## config.mk

```make
export PLATFORM = sky130hd
export DESIGN_NAME = fetch_queue_flat
export DESIGN_NICKNAME = d
export VERILOG_FILES = /design/src/rtl/fetch_pkg.sv /design/src/rtl/fetch_queue_if.sv /design/src/rtl/fetch_queue.sv /design/src/flat_wrapper.sv
export SDC_FILE = /design/constraint.sdc
export NUM_CORES = 1
export LEC_CHECK = 0
export ABC_AREA = 1
export ABC_CLOCK_PERIOD_IN_PS = 17400
export BUFFER_PORTS_ARGS = -buffer_cell sky130_fd_sc_hd__buf_2
export CAP_MARGIN = 15
export CORE_ASPECT_RATIO = 0.8
export CORE_UTILIZATION = 30
export CTS_CLUSTER_DIAMETER = 30
export DETAILED_ROUTE_END_ITERATION = 8
export GPL_TIMING_DRIVEN = 0
export MAX_ROUTING_LAYER = met4
export PLACE_DENSITY_LB_ADDON = 0.25
export SLEW_MARGIN = 20
export SYNTH_ARGS = -nofsm -noshare
export SYNTH_HDL_FRONTEND = slang
export SYNTH_SLANG_ARGS = --single-unit
export TNS_END_PERCENT = 30
```

## constraint.sdc

```tcl
create_clock -name clk -period 17.4 [get_ports clk]
set_input_delay 0.87 -clock clk [delete_from_list [all_inputs] [get_ports clk]]
set_output_delay 0.87 -clock clk [all_outputs]
set_load 0.05 [all_outputs]
```

## src/rtl/fetch_pkg.sv

```systemverilog
// Shared types and constants for the instruction-fetch queue.
// Latency: n/a (declarations only).
// Backpressure: n/a.
package fetch_pkg;

    localparam int XLEN = 64;
    localparam int ILEN = 32;
    localparam logic [ILEN-1:0] INSTR_NOP = 32'h0000_0013;

    typedef struct packed {
        logic [XLEN-1:0] pc;
        logic [ILEN-1:0] instr;
        logic            filled;
    } fetch_entry_t;

    // Sequential next PC; wraps silently at the top of the address space.
    function automatic logic [XLEN-1:0] pc_plus4(input logic [XLEN-1:0] pc);
        return pc + XLEN'(4);
    endfunction

endpackage

```

## src/rtl/fetch_queue_if.sv

```systemverilog
// Bundle of imem request/response, redirect and decode-side signals of the fetch stage.
// Latency: n/a (wires only). Optional stats outputs exist when FETCH_STATS_EN is defined.
// Backpressure: ImemReqReady stalls requests, StallD stalls decode; responses cannot be stalled.
interface fetch_queue_if;
    import fetch_pkg::*;

    logic            ImemReqValid;
    logic [XLEN-1:0] ImemReqAddr;
    logic            ImemReqReady;
    logic            ImemRespValid;
    logic [ILEN-1:0] ImemRespData;
    logic            RedirectValid;
    logic [XLEN-1:0] RedirectPC;
    logic            StallD;
    logic            InstrValidD;
    logic [ILEN-1:0] InstrD;
    logic [XLEN-1:0] PCD;
    logic [XLEN-1:0] PCPlus4D;
`ifdef FETCH_STATS_EN
    logic [31:0]     StatIssued;
    logic [31:0]     StatDropped;

    modport master (
        output ImemReqValid, ImemReqAddr, InstrValidD, InstrD, PCD, PCPlus4D,
        output StatIssued, StatDropped,
        input  ImemReqReady, ImemRespValid, ImemRespData, RedirectValid, RedirectPC, StallD
    );
    modport slave (
        input  ImemReqValid, ImemReqAddr, InstrValidD, InstrD, PCD, PCPlus4D,
        input  StatIssued, StatDropped,
        output ImemReqReady, ImemRespValid, ImemRespData, RedirectValid, RedirectPC, StallD
    );
`else
    modport master (
        output ImemReqValid, ImemReqAddr, InstrValidD, InstrD, PCD, PCPlus4D,
        input  ImemReqReady, ImemRespValid, ImemRespData, RedirectValid, RedirectPC, StallD
    );
    modport slave (
        input  ImemReqValid, ImemReqAddr, InstrValidD, InstrD, PCD, PCPlus4D,
        output ImemReqReady, ImemRespValid, ImemRespData, RedirectValid, RedirectPC, StallD
    );
`endif

endinterface

```

## src/rtl/fetch_queue.sv

```systemverilog
// Fetch stage: owns FetchPC, issues in-order imem requests, queues returned words for decode (FETCH_STATS_EN adds counters).
// Latency: request accepted in cycle N, response in N+k -> InstrValidD in N+k+1; 1 instr/cycle when k <= DEPTH-1.
// Backpressure: requests stop when DEPTH entries are allocated; StallD holds the head; redirects flush and drop in-flight data.
module fetch_queue
    import fetch_pkg::*;
#(
    parameter int              DEPTH    = 4,
    parameter logic [XLEN-1:0] RESET_PC = 64'h0
) (
    input  logic          clk,
    input  logic          reset,
    fetch_queue_if.master bus
);

    localparam int AW  = $clog2(DEPTH);
    localparam int PW  = AW + 1;
    // Redirects can stack pending drops beyond DEPTH, so this is wider than the pointers.
    localparam int DCW = 16;
    localparam logic [PW-1:0] FULL = PW'(DEPTH);

    fetch_entry_t    q [DEPTH];
    logic [PW-1:0]   head_ptr, fill_ptr, alloc_ptr;
    logic [XLEN-1:0] fetch_pc;
    logic [DCW-1:0]  drop_cnt;

    logic [PW-1:0]   used, inflight;
    logic            issue, accept, resp_keep, resp_drop, pop;
    logic [DCW-1:0]  drop_next;
    fetch_entry_t    head_e;

    // Queue occupancy, handshakes and the drop count a redirect would leave behind.
    always_comb begin
        used      = alloc_ptr - head_ptr;
        inflight  = alloc_ptr - fill_ptr;
        issue     = !reset && (used != FULL) && !bus.RedirectValid;
        accept    = issue && bus.ImemReqReady;
        resp_drop = bus.ImemRespValid && (drop_cnt != '0);
        resp_keep = bus.ImemRespValid && (drop_cnt == '0) && !bus.RedirectValid;
        head_e    = q[head_ptr[AW-1:0]];
        pop       = head_e.filled && !bus.StallD;
        // A response arriving with the redirect is one of the in-flight ones and is discarded now.
        drop_next = drop_cnt + DCW'(inflight) - DCW'(bus.ImemRespValid);
    end

    assign bus.ImemReqValid = issue;
    assign bus.ImemReqAddr  = fetch_pc;
    assign bus.InstrValidD  = head_e.filled;
    assign bus.InstrD       = head_e.filled ? head_e.instr : '0;
    assign bus.PCD          = head_e.filled ? head_e.pc : '0;
    assign bus.PCPlus4D     = head_e.filled ? pc_plus4(head_e.pc) : '0;

    // Queue storage, pointers, FetchPC and drop counter; redirect overrides issue/fill/pop.
    always_ff @(posedge clk or posedge reset) begin
        if (reset) begin
            for (int i = 0; i < DEPTH; i++) q[i] <= '0;
            head_ptr  <= '0;
            fill_ptr  <= '0;
            alloc_ptr <= '0;
            fetch_pc  <= RESET_PC;
            drop_cnt  <= '0;
        end else if (bus.RedirectValid) begin
            for (int i = 0; i < DEPTH; i++) q[i].filled <= 1'b0;
            head_ptr  <= '0;
            fill_ptr  <= '0;
            alloc_ptr <= '0;
            fetch_pc  <= bus.RedirectPC & ~XLEN'(3);
            drop_cnt  <= drop_next;
        end else begin
            if (accept) begin
                q[alloc_ptr[AW-1:0]].pc     <= fetch_pc;
                q[alloc_ptr[AW-1:0]].filled <= 1'b0;
                alloc_ptr <= alloc_ptr + 1'b1;
                fetch_pc  <= pc_plus4(fetch_pc);
            end
            if (resp_keep) begin
                q[fill_ptr[AW-1:0]].instr  <= bus.ImemRespData;
                q[fill_ptr[AW-1:0]].filled <= 1'b1;
                fill_ptr <= fill_ptr + 1'b1;
            end
            if (resp_drop) begin
                drop_cnt <= drop_cnt - 1'b1;
            end
            if (pop) begin
                q[head_ptr[AW-1:0]].filled <= 1'b0;
                head_ptr <= head_ptr + 1'b1;
            end
        end
    end

`ifdef FETCH_STATS_EN
    logic [31:0] stat_issued, stat_dropped;

    // Saturating activity counters; only reset clears them, redirects do not.
    always_ff @(posedge clk or posedge reset) begin
        if (reset) begin
            stat_issued  <= '0;
            stat_dropped <= '0;
        end else begin
            if (accept && (stat_issued != '1)) stat_issued <= stat_issued + 1'b1;
            if (bus.ImemRespValid && !resp_keep && (stat_dropped != '1)) stat_dropped <= stat_dropped + 1'b1;
        end
    end

    assign bus.StatIssued  = stat_issued;
    assign bus.StatDropped = stat_dropped;
`endif

    // A response with nothing outstanding and nothing to drop means imem and fetch disagree.
    a_no_orphan_resp: assert property (@(posedge clk) disable iff (reset)
        !(bus.ImemRespValid && (fill_ptr == alloc_ptr) && (drop_cnt == '0)));

endmodule
```

## src/flat_wrapper.sv

```systemverilog
// flat-port wrapper written by rule: the top's interface ports become plain ports
module fetch_queue_flat import fetch_pkg::*;
#(
    parameter int              DEPTH    = 4,
    parameter logic [XLEN-1:0] RESET_PC = 64'h0
)
  (clk, reset, bus_ImemReqValid, bus_ImemReqAddr, bus_InstrValidD, bus_InstrD, bus_PCD, bus_PCPlus4D, bus_ImemReqReady, bus_ImemRespValid, bus_ImemRespData, bus_RedirectValid, bus_RedirectPC, bus_StallD);
  fetch_queue_if bus_i ();
  input  logic clk;
  input  logic reset;
  output wire logic [$bits(bus_i.ImemReqValid)-1:0] bus_ImemReqValid;
  output wire logic [$bits(bus_i.ImemReqAddr)-1:0] bus_ImemReqAddr;
  output wire logic [$bits(bus_i.InstrValidD)-1:0] bus_InstrValidD;
  output wire logic [$bits(bus_i.InstrD)-1:0] bus_InstrD;
  output wire logic [$bits(bus_i.PCD)-1:0] bus_PCD;
  output wire logic [$bits(bus_i.PCPlus4D)-1:0] bus_PCPlus4D;
  input wire logic [$bits(bus_i.ImemReqReady)-1:0] bus_ImemReqReady;
  input wire logic [$bits(bus_i.ImemRespValid)-1:0] bus_ImemRespValid;
  input wire logic [$bits(bus_i.ImemRespData)-1:0] bus_ImemRespData;
  input wire logic [$bits(bus_i.RedirectValid)-1:0] bus_RedirectValid;
  input wire logic [$bits(bus_i.RedirectPC)-1:0] bus_RedirectPC;
  input wire logic [$bits(bus_i.StallD)-1:0] bus_StallD;
  assign bus_ImemReqValid = bus_i.ImemReqValid;
  assign bus_ImemReqAddr = bus_i.ImemReqAddr;
  assign bus_InstrValidD = bus_i.InstrValidD;
  assign bus_InstrD = bus_i.InstrD;
  assign bus_PCD = bus_i.PCD;
  assign bus_PCPlus4D = bus_i.PCPlus4D;
  assign bus_i.ImemReqReady = bus_ImemReqReady;
  assign bus_i.ImemRespValid = bus_ImemRespValid;
  assign bus_i.ImemRespData = bus_ImemRespData;
  assign bus_i.RedirectValid = bus_RedirectValid;
  assign bus_i.RedirectPC = bus_RedirectPC;
  assign bus_i.StallD = bus_StallD;
  fetch_queue #(.DEPTH(DEPTH), .RESET_PC(RESET_PC)) u_core (.clk(clk), .reset(reset), .bus(bus_i));
endmodule
```

==> flow_metrics.py, run 1 <==
metrics = {
    "cells_and_area": {
        "final_nets": 4547,
        "diodes": 0,
        "drive_above_1_share_pct": 15.6,
        "fillers": 9629,
        "syn_to_final_growth_pct": 27.5,
        "fin_util_pct": 38.9,
        "stdcell_area_um2": 35000,
    },
    "pwr": {
        "power_density_nw_per_um2": 137,
        "power_frac_seq_pct": 28.6,
        "p_clk_share_pct": 49.1,
        "p_sw_mw": 1.60,
        "switching_share_pct": 33.3,
        "intPower_mw": 3.19,
        "p_leak_nw": 17.3,
        "vdd_drop_max_uv": 82.9,
        "power_frac_comb_pct": 22.3,
    },
    "place": {
        "portBuffers": 319,
        "place_ws_ps": 12910,
        "dp_hpwl_um": 89400,
        "routabilityCongestion": 0.968,
        "dpl_cell_area_um2": 30700,
    },
    "timing": {
        "fmax_ghz": 0.197,
        "final-max-slew-violation-count": 0,
        "setup_ws_ps": 12330,
        "tns_ps": 0,
        "finalSetupViolCount": 0,
        "tightest_slew_ps": 920,
        "maxSlewHeadroom_pct": 38.5,
        "hold_viol": 0,
        "rsz0062_at_grt": "false",
        "fin_crit_sh_pct": 29.1,
        "min_period_ps": 5070,
        "fin_skew_ps": 23.1,
    },
    "clock_network": {
        "clkSinkCount": 467,
        "h-tree-depth": 3,
        "cts.clk_slew.worst_paths_ps": 40,
        "post_cts_buffers": 0,
        "cts_buffer_depth": 3,
        "cts_resized": 0,
        "numCtsBuffers": 118,
        "clk_latency_ps": 670,
        "cts_hold_buf": 0,
        "cts_tree": "done",
        "root_buffer": "clkbuf_16",
    },
    "detailed_routing": {
        "drt_iter0_markers": 2939,
        "drt-total-wl_um": 118000,
        "via_per_inst": 5.08,
        "wl_per_cell_um": 20.8,
        "drt_pass1_iterations": 5,
        "num_vias": 29000,
        "drc": 0,
        "ant_nets": 0,
    },
    "grt": {
        "grt_start_max_net_pins": 103,
        "antenna_found_initial": 1,
        "grtUsageTotal_pct": 25.8,
        "grt_pass1_wl_um": 175000,
        "first_global_vias": 26900,
        "overflow": 0,
    },
    "worst_setup_path": {
        "path_depth": 13,
        "slowest_delay_ps": 550,
        "crit_path_start": "u_core.head_ptr[0]",
        "required_ps": 16530,
        "cp_max_fo": 10,
        "cpMaxStageDelayCell": "nand2_1",
        "startpoint_type": "register",
        "worstPathBufferInverterCount": 9,
        "worstSetupEndpointType": "primary output",
        "cp_top_family": "buffers and inverters",
        "crit_path_end": "bus_InstrD[2]",
        "r2r-end": "u_core.q[284]",
        "crit_type": "register to primary output",
        "r2r_cells": 18,
        "r2r_slack_ps": 13190,
        "crit_chain": "buf_6 > inv_12 > buf_6 > buf_4 > nand2_1 > nand3_1 > nand2_1 > inv_1 > buf_2 > buf_2 > nand2_1 > inv_1 > buf_2",
        "r2r-start": "u_core.head_ptr[1]",
        "cp.arrival_ps": 4200,
    },
    "die": {
        "start_util_pct": 30.5,
        "fp.dieW_um": 340,
        "fp.coreArea_um2": 90000,
        "fp.dieArea_um2": 92800,
        "fp.dieH_um": 273,
        "num_io_pins": 328,
        "rows": 98,
    },
    "synth": {
        "avgSynthCellArea_um2": 6.97,
        "synth_edf_count": 0,
        "syn_inst": 3946,
        "synth_ff_type": "dfrtp_1",
        "async_flop_share_pct": 100,
        "synth_cell_types": 43,
        "synth_seq_cells": 467,
        "ys_seq_area_share_pct": 42.5,
        "synth_area_um2": 27500,
        "synth_warnings": 0,
    },
    "hold_path": {
        "hold_path_class": "primary input to asynchronous set/reset pin",
    },
    "run": {
        "maxCapViolations": 0,
    },
    "run_status": {
        "status": "finished clean",
    },
}
[flip-flops by register name (all words and copies together) (netlist names)]
name,count
u_core.bus.ImemReqAddr,62
u_core.drop_cnt,16
u_core.fill_ptr,3
u_core.q,380
u_core.alloc_ptr,3
u_core.head_ptr,3
[cells in the mapped netlist (2+ instances only)]
cell / count / share of area, %
nand2_1: 1382 / 19
o21ai_0: 537 / 9.8
dfrtp_1: 467 / 43
nor2_1: 407 / 5.6
inv_1: 331 / 4.5
nand3_1: 220 / 4.0
clkbuf_1: 90 / 1.2
a21oi_1: 89 / 1.6
xor2_1: 64 / 2.0
buf_2: 58 / 1.1
ha_1: 48 / 2.2
nor3_1: 45 / 0.82
nor2_2: 24 / 0.55
nand2_2: 23 / 0.52
nand4_1: 23 / 0.52
o211ai_1: 21 / 0.57
o221ai_1: 21 / 0.67
buf_4: 19 / 0.52
buf_6: 17 / 0.70
buf_1: 8 / 0.11
nor2_4: 6 / 0.25
a22oi_1: 5 / 0.14
inv_2: 5 / 0.068
nand3_2: 5 / 0.18
o21bai_1: 5 / 0.14
xnor2_1: 3 / 0.096
a31oi_1: 2 / 0.046
buf_8: 2 / 0.11
clkbuf_2: 2 / 0.036
fa_1: 2 / 0.15
o21ai_1: 2 / 0.036
o22ai_1: 2 / 0.046
[cells in the final DEF (no fill, tap or decap), types with 45 or more instances in the layout]
cell type	synthesis	final
a21oi_1	89	89
clkbuf_1	90	99
nand2_1	1382	1382
ha_1	48	48
o21ai_0	537	537
nor3_1	45	45
nand3_1	220	220
buf_2	58	377
xor2_1	64	64
dfrtp_1	467	467
inv_1	331	330
nor2_1	407	407
clkbuf_16	0	118
[final cells by class]
class	instances	area (um2)	area share, %
Buffer	197	1050	3.01
Sequential cell	467	11700	33.3
Timing Repair Buffer	324	1730	4.95
Multi-Input combinational cell	2949	13500	38.5
Clock buffer	137	3110	8.89
Clock inverter	85	1180	3.37
Inverter	338	1290	3.68
Tap cell	1200	1500	4.28
[how the worst min path moves through the flow]
stage | from | to | slack, ps | cells past startpoint
detailed placement | u_core.q[191] | u_core.q[191] | 470 | 2
global route | reset | u_core.drop_cnt[4] | 200 | 2
floorplan | u_core.q[129] | u_core.q[129] | 450 | 2
CTS | reset | u_core.drop_cnt[4] | 180 | 2
finish | reset | u_core.drop_cnt[5] | 190 | 2
global placement | u_core.q[306] | u_core.q[306] | 460 | 2
[cells by family (layout without fill, tap and decap cells)]
family                     count (synthesis)  after routing  synth area share [%]
buffers and inverters                    535           1081                  8.49
other                                      1              6                0.0136
adders and majority gates                 50             50                  2.33
AOI/OAI and AO/OA                        687            687                  13.1
xor gates and xnor gates                  67             67                  2.14
DFF                                      467            467                  42.5
and+or+nand+nor                         2139           2139                  31.4
[metal layers]
layer / track usage (%) / up-vias / part of all wire, %
li1: - / 13500 / -
met1: 38.0 / 14000 / 48
met2: 36.0 / 1207 / 41
met3: 4.46 / 187 / 8.5
met4: 6.92 / 0 / 2.4
met5: - / - / 0
[through the flow]
step / total power [mW] / instances / hold WS [ps]
floorplan: 2.07 / 3951 / 448
global placement: 2.41 / 5470 / 460
detailed placement: 2.42 / 5475 / 467
CTS: 4.79 / 5697 / 177
global route: 5.00 / 5697 / 203
finish: 4.79 / 5697 / 187
[power groups by stage]
stage	Sequential (mW)	Combinational (mW)	Clock, mW
final	1.37	1.07	2.35
after detailed placement	1.38	1.04	0
after global placement	1.38	1.03	0
after global routing	1.39	1.18	2.43
after CTS	1.37	1.05	2.37
after floorplan	1.41	0.651	0
Power figures use the tool's default switching activity.
==> inputs of run 2 (changes only) <==
--- a/config.mk
+++ b/config.mk
@@ -6,7 +6,7 @@
 export NUM_CORES = 1
 export LEC_CHECK = 0
 export ABC_AREA = 1
-export ABC_CLOCK_PERIOD_IN_PS = 17400
+export ABC_CLOCK_PERIOD_IN_PS = 4900
 export BUFFER_PORTS_ARGS = -buffer_cell sky130_fd_sc_hd__buf_2
 export CAP_MARGIN = 15
 export CORE_ASPECT_RATIO = 0.8
==> constraint.sdc (replaced) <==
create_clock -name clk -period 4.9 [get_ports clk]
set_input_delay 0.245 -clock clk [delete_from_list [all_inputs] [get_ports clk]]
set_output_delay 0.245 -clock clk [all_outputs]
set_load 0.05 [all_outputs]
==> run 2 against run 1 <==
Effect of this change:
- via count rose by 1.9%
- non-clock buffer count up 107
- critical path depth is 1 higher
- combinational power grew to 3.7 times the previous value
- clock skew grew 25 ps
- first-iteration DRC count is 0.20% lower
- flip-flop and latch count unchanged
- global-route usage is 0.41 points higher
- routed wire length grew 1.9%
- setup slack worse by 12000 ps
- sequential power grew to 3.5 times the previous value
- critical endpoint is now bus_PCPlus4D[52]
==> flow_metrics.py, run 2 (synthesis results as in run 1) <==
metrics = {
    "run_status": {
        "status": "finished clean",
    },
    "clock_network": {
        "h-tree-depth": 3,
        "numCtsBuffers": 118,
        "clkSinkCount": 467,
        "cts_resized": 0,
        "cts_buffer_depth": 3,
        "cts_hold_buf": 96,
        "cts.clk_slew.worst_paths_ps": 40,
        "root_buffer": "clkbuf_16",
        "cts_tree": "done",
        "clk_latency_ps": 700,
        "post_cts_buffers": 0,
    },
    "grt": {
        "antenna_found_initial": 2,
        "grt_pass1_wl_um": 178000,
        "grtUsageTotal_pct": 26.2,
        "overflow": 0,
        "first_global_vias": 27900,
        "grt_start_max_net_pins": 34,
    },
    "cells_and_area": {
        "multi_input_area_um2": 13500,
        "layout_commonest_cell": "nand2_1",
        "fillers": 9621,
        "final_cell_mix": "nand2_1, o21ai_0, dfrtp_1",
        "drive_above_1_share_pct": 15.4,
        "largest_reg_flops": 380,
        "syn_to_final_growth_pct": 32.7,
        "top_register": "u_core.q",
        "final_nets": 4654,
        "stdcell_area_um2": 36500,
        "fin_util_pct": 40.5,
        "register_area_um2": 11700,
    },
    "die": {
        "start_util_pct": 30.5,
        "num_io_pins": 328,
        "fp.coreArea_um2": 90000,
        "fp.dieH_um": 273,
        "fp.dieArea_um2": 92800,
        "rows": 98,
        "fp.dieW_um": 340,
    },
    "timing": {
        "maxSlewHeadroom_pct": 33.7,
        "tightest_slew_ps": 995,
        "rsz0062_at_grt": "false",
        "hold_viol": 0,
        "fmax_ghz": 0.224,
        "fin_skew_ps": 48.4,
        "min_period_ps": 4460,
        "finalSetupViolCount": 0,
        "fin_crit_sh_pct": 91.1,
        "final-max-slew-violation-count": 0,
    },
    "worst_setup_path": {
        "cpMaxStageDelayCell": "clkbuf_1",
        "required_ps": 4660,
        "crit_top_cell": "nand2_1",
        "crit_chain": "buf_4 > clkbuf_1 > nand2_1 > nand2_1 > ha_1 > nand2_2 > nor2_4 > nand3_1 > nor2_2 > nand3_1 > nand2_1 > nand2_1 > nor2_1 > buf_2",
        "slowest_delay_ps": 590,
        "r2r_cells": 18,
        "startpoint_type": "register",
        "crit_type": "register to primary output",
        "cp_max_fo": 10,
        "worstSetupEndpointType": "primary output",
        "cp.arrival_ps": 4220,
    },
    "detailed_routing": {
        "num_vias": 29500,
        "drt-total-wl_um": 121000,
        "via_per_inst": 5.08,
        "highest_layer": "met4",
        "dr_wl_met2_um": 50800,
        "ant_nets": 0,
        "wl_per_cell_um": 20.8,
        "met1_length_um": 56300,
        "drt_iter0_markers": 2933,
        "drc": 0,
        "drt_pass1_iterations": 6,
        "route.met3.wl_um": 10700,
    },
    "place": {
        "routabilityCongestion": 0.980,
        "dpl_cell_area_um2": 30900,
        "portBuffers": 319,
        "dp_hpwl_um": 91100,
    },
    "pwr": {
        "vdd_drop_max_uv": 315,
        "power_density_nw_per_um2": 484,
        "p_leak_nw": 17.9,
    },
    "run": {
        "maxCapViolations": 0,
    },
    "hold_path": {
        "holdPathStages": 4,
        "hold_path_class": "primary input to register",
    },
}
-- run 2: cell types whose count changed in the layout (fill, tap and decap cells not counted), sizes merged --
cell / change
clkbuf: +18
clkinv: -10
bufinv: +7
diode: +2
buf: +11
inv: -6
dlygate4sd3: +96
clkinvlp: -8
-- run 2: path summary, 6_finish.rpt --
path / slack (ps) / to / from
worst max register to register: 650 / u_core.q[177] / u_core.head_ptr[1]
worst max-delay path: 440 / bus_PCPlus4D[52] / u_core.head_ptr[1]
worst min-delay path: 80 / u_core.head_ptr[2] / bus_StallD
max in group asynchronous: 2980 / u_core.q[358] / reset
min in group asynchronous: 180 / u_core.drop_cnt[11] / reset
worst min register to register: 480 / u_core.q[104] / u_core.q[104]
-- run 2: per-layer routing --
layer / track usage [%] / up-vias
met4: 7.06 / 0
met1: 37.3 / 14400
met2: 37.2 / 1198
li1: - / 13700
met3: 5.72 / 189
met5: - / -
-- run 2: through the flow --
step / std cells / hold WS, ps / setup slack (ps) / total power [mW] / setup TNS, ps
2_1_floorplan: 3951 / 366 / -1670 / 7.33 / -778910
3_3_place_gp: 5470 / 460 / -4960 / 8.58 / -2283110
3_5_place_dp: 5486 / 329 / 747 / 8.64 / 0
4_1_cts: 5805 / 54.0 / 403 / 17.6 / 0
5_1_grt: 5806 / 117 / 223 / 18.5 / 0
6_report: 5807 / 85.0 / 435 / 17.7 / 0
-- run 2: worst max-delay path: cells and delay by family, from the launching register on --
kind	cells	cell delay [ps]
buf+inv	3	1080
simple gates	10	1780
flops	1	370
fa+ha+maj	1	300
-- run 2: report_power, final --
| group | internal (mW) | total, mW | switching (mW) |
|---|---|---|---|
| Clock | 6.37 | 8.88 | 2.51 |
| Sequential | 4.47 | 4.86 | 0.396 |
| Combinational | 1.14 | 3.91 | 2.77 |
| Total | 12.0 | 17.7 | 5.67 |
-- run 2: cell type report --
type	instances	area share [%]
inverter	338	3.52
sequential	467	32.0
clock inverter	68	3.41
antenna	2	0.0137
clock buffer	155	9.14
timing repair buffer	431	7.91
multi-input combinational	2949	37.0
tap	1200	4.12
buffer	197	2.88
==> inputs of run 3 (changes only) <==
--- a/config.mk
+++ b/config.mk
@@ -5,7 +5,6 @@
 export SDC_FILE = /design/constraint.sdc
 export NUM_CORES = 1
 export LEC_CHECK = 0
-export ABC_AREA = 1
 export ABC_CLOCK_PERIOD_IN_PS = 4900
 export BUFFER_PORTS_ARGS = -buffer_cell sky130_fd_sc_hd__buf_2
 export CAP_MARGIN = 15
==> run 3 against run 2 <==
Effect of this change:
- final area is 9.6% lower
- core utilization is 0.14 points higher
- via count is 34% lower
- routed wire length is 29% lower
- synthesized cell count is 47% lower
- combinational power is 22% lower
- cell count is 34% lower
- worst hold slack worse by 24 ps
- flip-flop and latch count stayed put
- register-to-register slack worse by 490 ps
- largest cell class unchanged
==> flow_metrics.py, run 3 <==
metrics = {
    "run_status": {
        "status": "finished clean",
    },
    "run": {
        "maxCapViolations": 0,
    },
    "worst_setup_path": {
        "slowest_delay_ps": 900,
        "cpMaxStageDelayCell": "nor4_1",
        "crit_chain": "buf_6 > buf_12 > buf_12 > buf_4 > buf_4 > clkbuf_2 > inv_1 > ha_1 > nor2b_1 > xnor2_1 > a311o_1 > clkbuf_2 > nor4_1 > nand4_1 > a31o_2",
        "startpoint_type": "register",
        "cp.arrival_ps": 5300,
        "crit_type": "register to register",
        "cp_max_fo": 10,
        "worstSetupEndpointType": "register",
        "required_ps": 5470,
    },
    "die": {
        "num_io_pins": 328,
        "fp.dieW_um": 323,
        "fp.dieH_um": 259,
        "start_util_pct": 30.5,
        "fp.dieArea_um2": 83700,
        "rows": 93,
        "fp.coreArea_um2": 81100,
    },
    "timing": {
        "worst_hold_slack_ps": 61.5,
        "rsz0062_at_grt": "false",
        "hold_viol": 0,
        "maxSlewHeadroom_pct": 26.5,
        "min_period_ps": 4740,
        "tns_ps": 0,
        "setup_ws_ps": 165,
        "fin_skew_ps": 57.7,
        "final-max-slew-violation-count": 0,
        "finalSetupViolCount": 0,
        "fmax_ghz": 0.211,
        "tightest_slew_ps": 1100,
        "fin_crit_sh_pct": 96.6,
    },
    "cells_and_area": {
        "drive_above_1_share_pct": 38.4,
        "register_area_um2": 11700,
        "largest_reg_flops": 380,
        "multi_input_area_um2": 12300,
        "fin_util_pct": 40.7,
        "final_nets": 2790,
        "fillers": 7736,
        "layout_commonest_cell": "dfrtp_1",
        "syn_to_final_growth_pct": 33.2,
        "final_cell_mix": "dfrtp_1, mux2_2, buf_2",
        "stdcell_area_um2": 33000,
        "final_cells": 3824,
        "top_register": "u_core.q",
    },
    "synth": {
        "yosysTopAreaCell": "dfrtp_1",
        "synth_area_um2": 24800,
        "ys_seq_area_share_pct": 47.2,
        "netlist_top_cells_area": "dfrtp_1, mux2_2, mux4_2",
        "synth_edf_count": 0,
        "synth_warnings": 0,
        "synth_most_common_cell": "dfrtp_1",
        "synth_cell_types": 76,
        "synthTopCellsByCount": "dfrtp_1, mux2_2, nand2_1, nor2_1, o21ai_0",
        "avgSynthCellArea_um2": 11.9,
        "syn_inst": 2087,
        "async_flop_share_pct": 100,
        "yosysTopAreaCellShare_pct": 47.2,
        "synth_seq_cells": 467,
        "synth_ff_type": "dfrtp_1",
    },
    "grt": {
        "grt_pass1_wl_um": 129000,
        "grt_start_max_net_pins": 37,
        "first_global_vias": 20100,
        "antenna_found_initial": 6,
        "overflow": 0,
        "grtUsageTotal_pct": 21.2,
    },
    "detailed_routing": {
        "via_per_inst": 5.10,
        "drt_pass1_iterations": 5,
        "num_vias": 19500,
        "drt_iter0_markers": 1248,
        "drc": 0,
        "wl_per_cell_um": 22.5,
        "drt-total-wl_um": 86200,
        "ant_nets": 0,
    },
    "place": {
        "dpl_cell_area_um2": 28100,
        "place_inst": 3518,
        "dp_hpwl_um": 63300,
        "routabilityCongestion": 0.877,
        "place_ws_ps": -557,
        "portBuffers": 319,
    },
    "clock_network": {
        "h-tree-depth": 3,
        "cts_tree": "done",
        "cts.clk_slew.worst_paths_ps": 50,
        "clk_latency_ps": 680,
        "clkSinkCount": 467,
        "root_buffer": "clkbuf_16",
        "cts_buffer_depth": 3,
        "numCtsBuffers": 106,
    },
    "hold_path": {
        "hold_path_class": "primary input to register",
    },
    "pwr": {
        "power_density_nw_per_um2": 462,
        "power_mw": 15.2,
        "vdd_drop_max_uv": 319,
        "p_leak_nw": 15.4,
    },
}
run 3: cell count changes in the layout (fill, tap and decap cells not counted), sizes merged, moves of 35 or more:
cell	before	now
buf	440	397
a21oi	89	39
xnor2	3	48
mux4	0	94
nand3	225	56
inv	336	67
nand2	1405	169
clkbuf	247	212
and2	1	94
mux2	0	369
o21ai	539	98
nor2	437	129
run 3: cells by family (layout without fill, tap and decap cells):
group | after synthesis | after routing | synth area share (%)
and+or+nand+nor | 605 | 605 | 12.6
muxes | 470 | 470 | 25.9
DFF | 467 | 467 | 47.2
AOI/OAI and AO/OA | 216 | 216 | 5.43
buffers and inverters | 199 | 833 | 3.51
xor gates and xnor gates | 79 | 79 | 2.79
adders and majority gates | 50 | 50 | 2.59
other | 1 | 12 | 0.0151
run 3: worst paths after layout:
kind / from / endpoint / slack [ps] / cells past startpoint
setup / recovery: u_core.head_ptr[1] / u_core.bus.ImemReqAddr[52] / 160 / 15
hold / removal: bus_RedirectPC[52] / u_core.bus.ImemReqAddr[52] / 60 / 4
setup reg to reg: u_core.head_ptr[1] / u_core.bus.ImemReqAddr[52] / 160 / 15
hold reg to reg: u_core.q[145] / u_core.q[145] / 470 / 2
max in group asynchronous: reset / u_core.q[289] / 2990 / 8
min in group asynchronous: reset / u_core.bus.ImemReqAddr[18] / 240 / 3
run 3: power breakdown:
part	switching (mW)	internal [mW]	leakage [nW]
Sequential	0.353	4.41	6.18
Clock	2.39	5.03	1.83
Combinational	1.74	1.30	7.43
run 3: what timing repair did:
action | CTS | global route
gates resized for setup | 12 | 6
buffers inserted | 3 | 5
hold buffers | 96 | 0
endpoints found under the hold margin | 215 | 0
endpoints found under the setup margin | 395 | 126
pin swaps | 1 | 3
run 3: routing by layer:
layer,global-route usage [%],part of all wire [%],vias to the layer above
met5,-,0,-
met4,6.33,2.7,0
met3,4.24,6.2,161
met2,32.8,47,644
met1,28.0,45,9980
li1,-,-,8703
run 3: area by class of cell:
type                       instances  area share (%)
timing repair buffer             438            8.87
inverter                          64           0.740
tap                             1092            4.14
antenna                            6          0.0455
multi-input combinational       1426            37.2
clock inverter                    63            2.78
sequential                       467            35.4
buffer                           135            2.01
clock buffer                     133            8.77
run 3: worst max-delay path: cells and delay by family (launching register included):
family / cells / cell delay, ps
buffers and inverters: 8 / 1910
XOR/XNOR: 1 / 150
AND/OR/NAND/NOR: 3 / 1290
AO/OA/AOI/OAI: 2 / 700
adder cells (fa/ha/maj): 1 / 200
flip-flops: 1 / 390
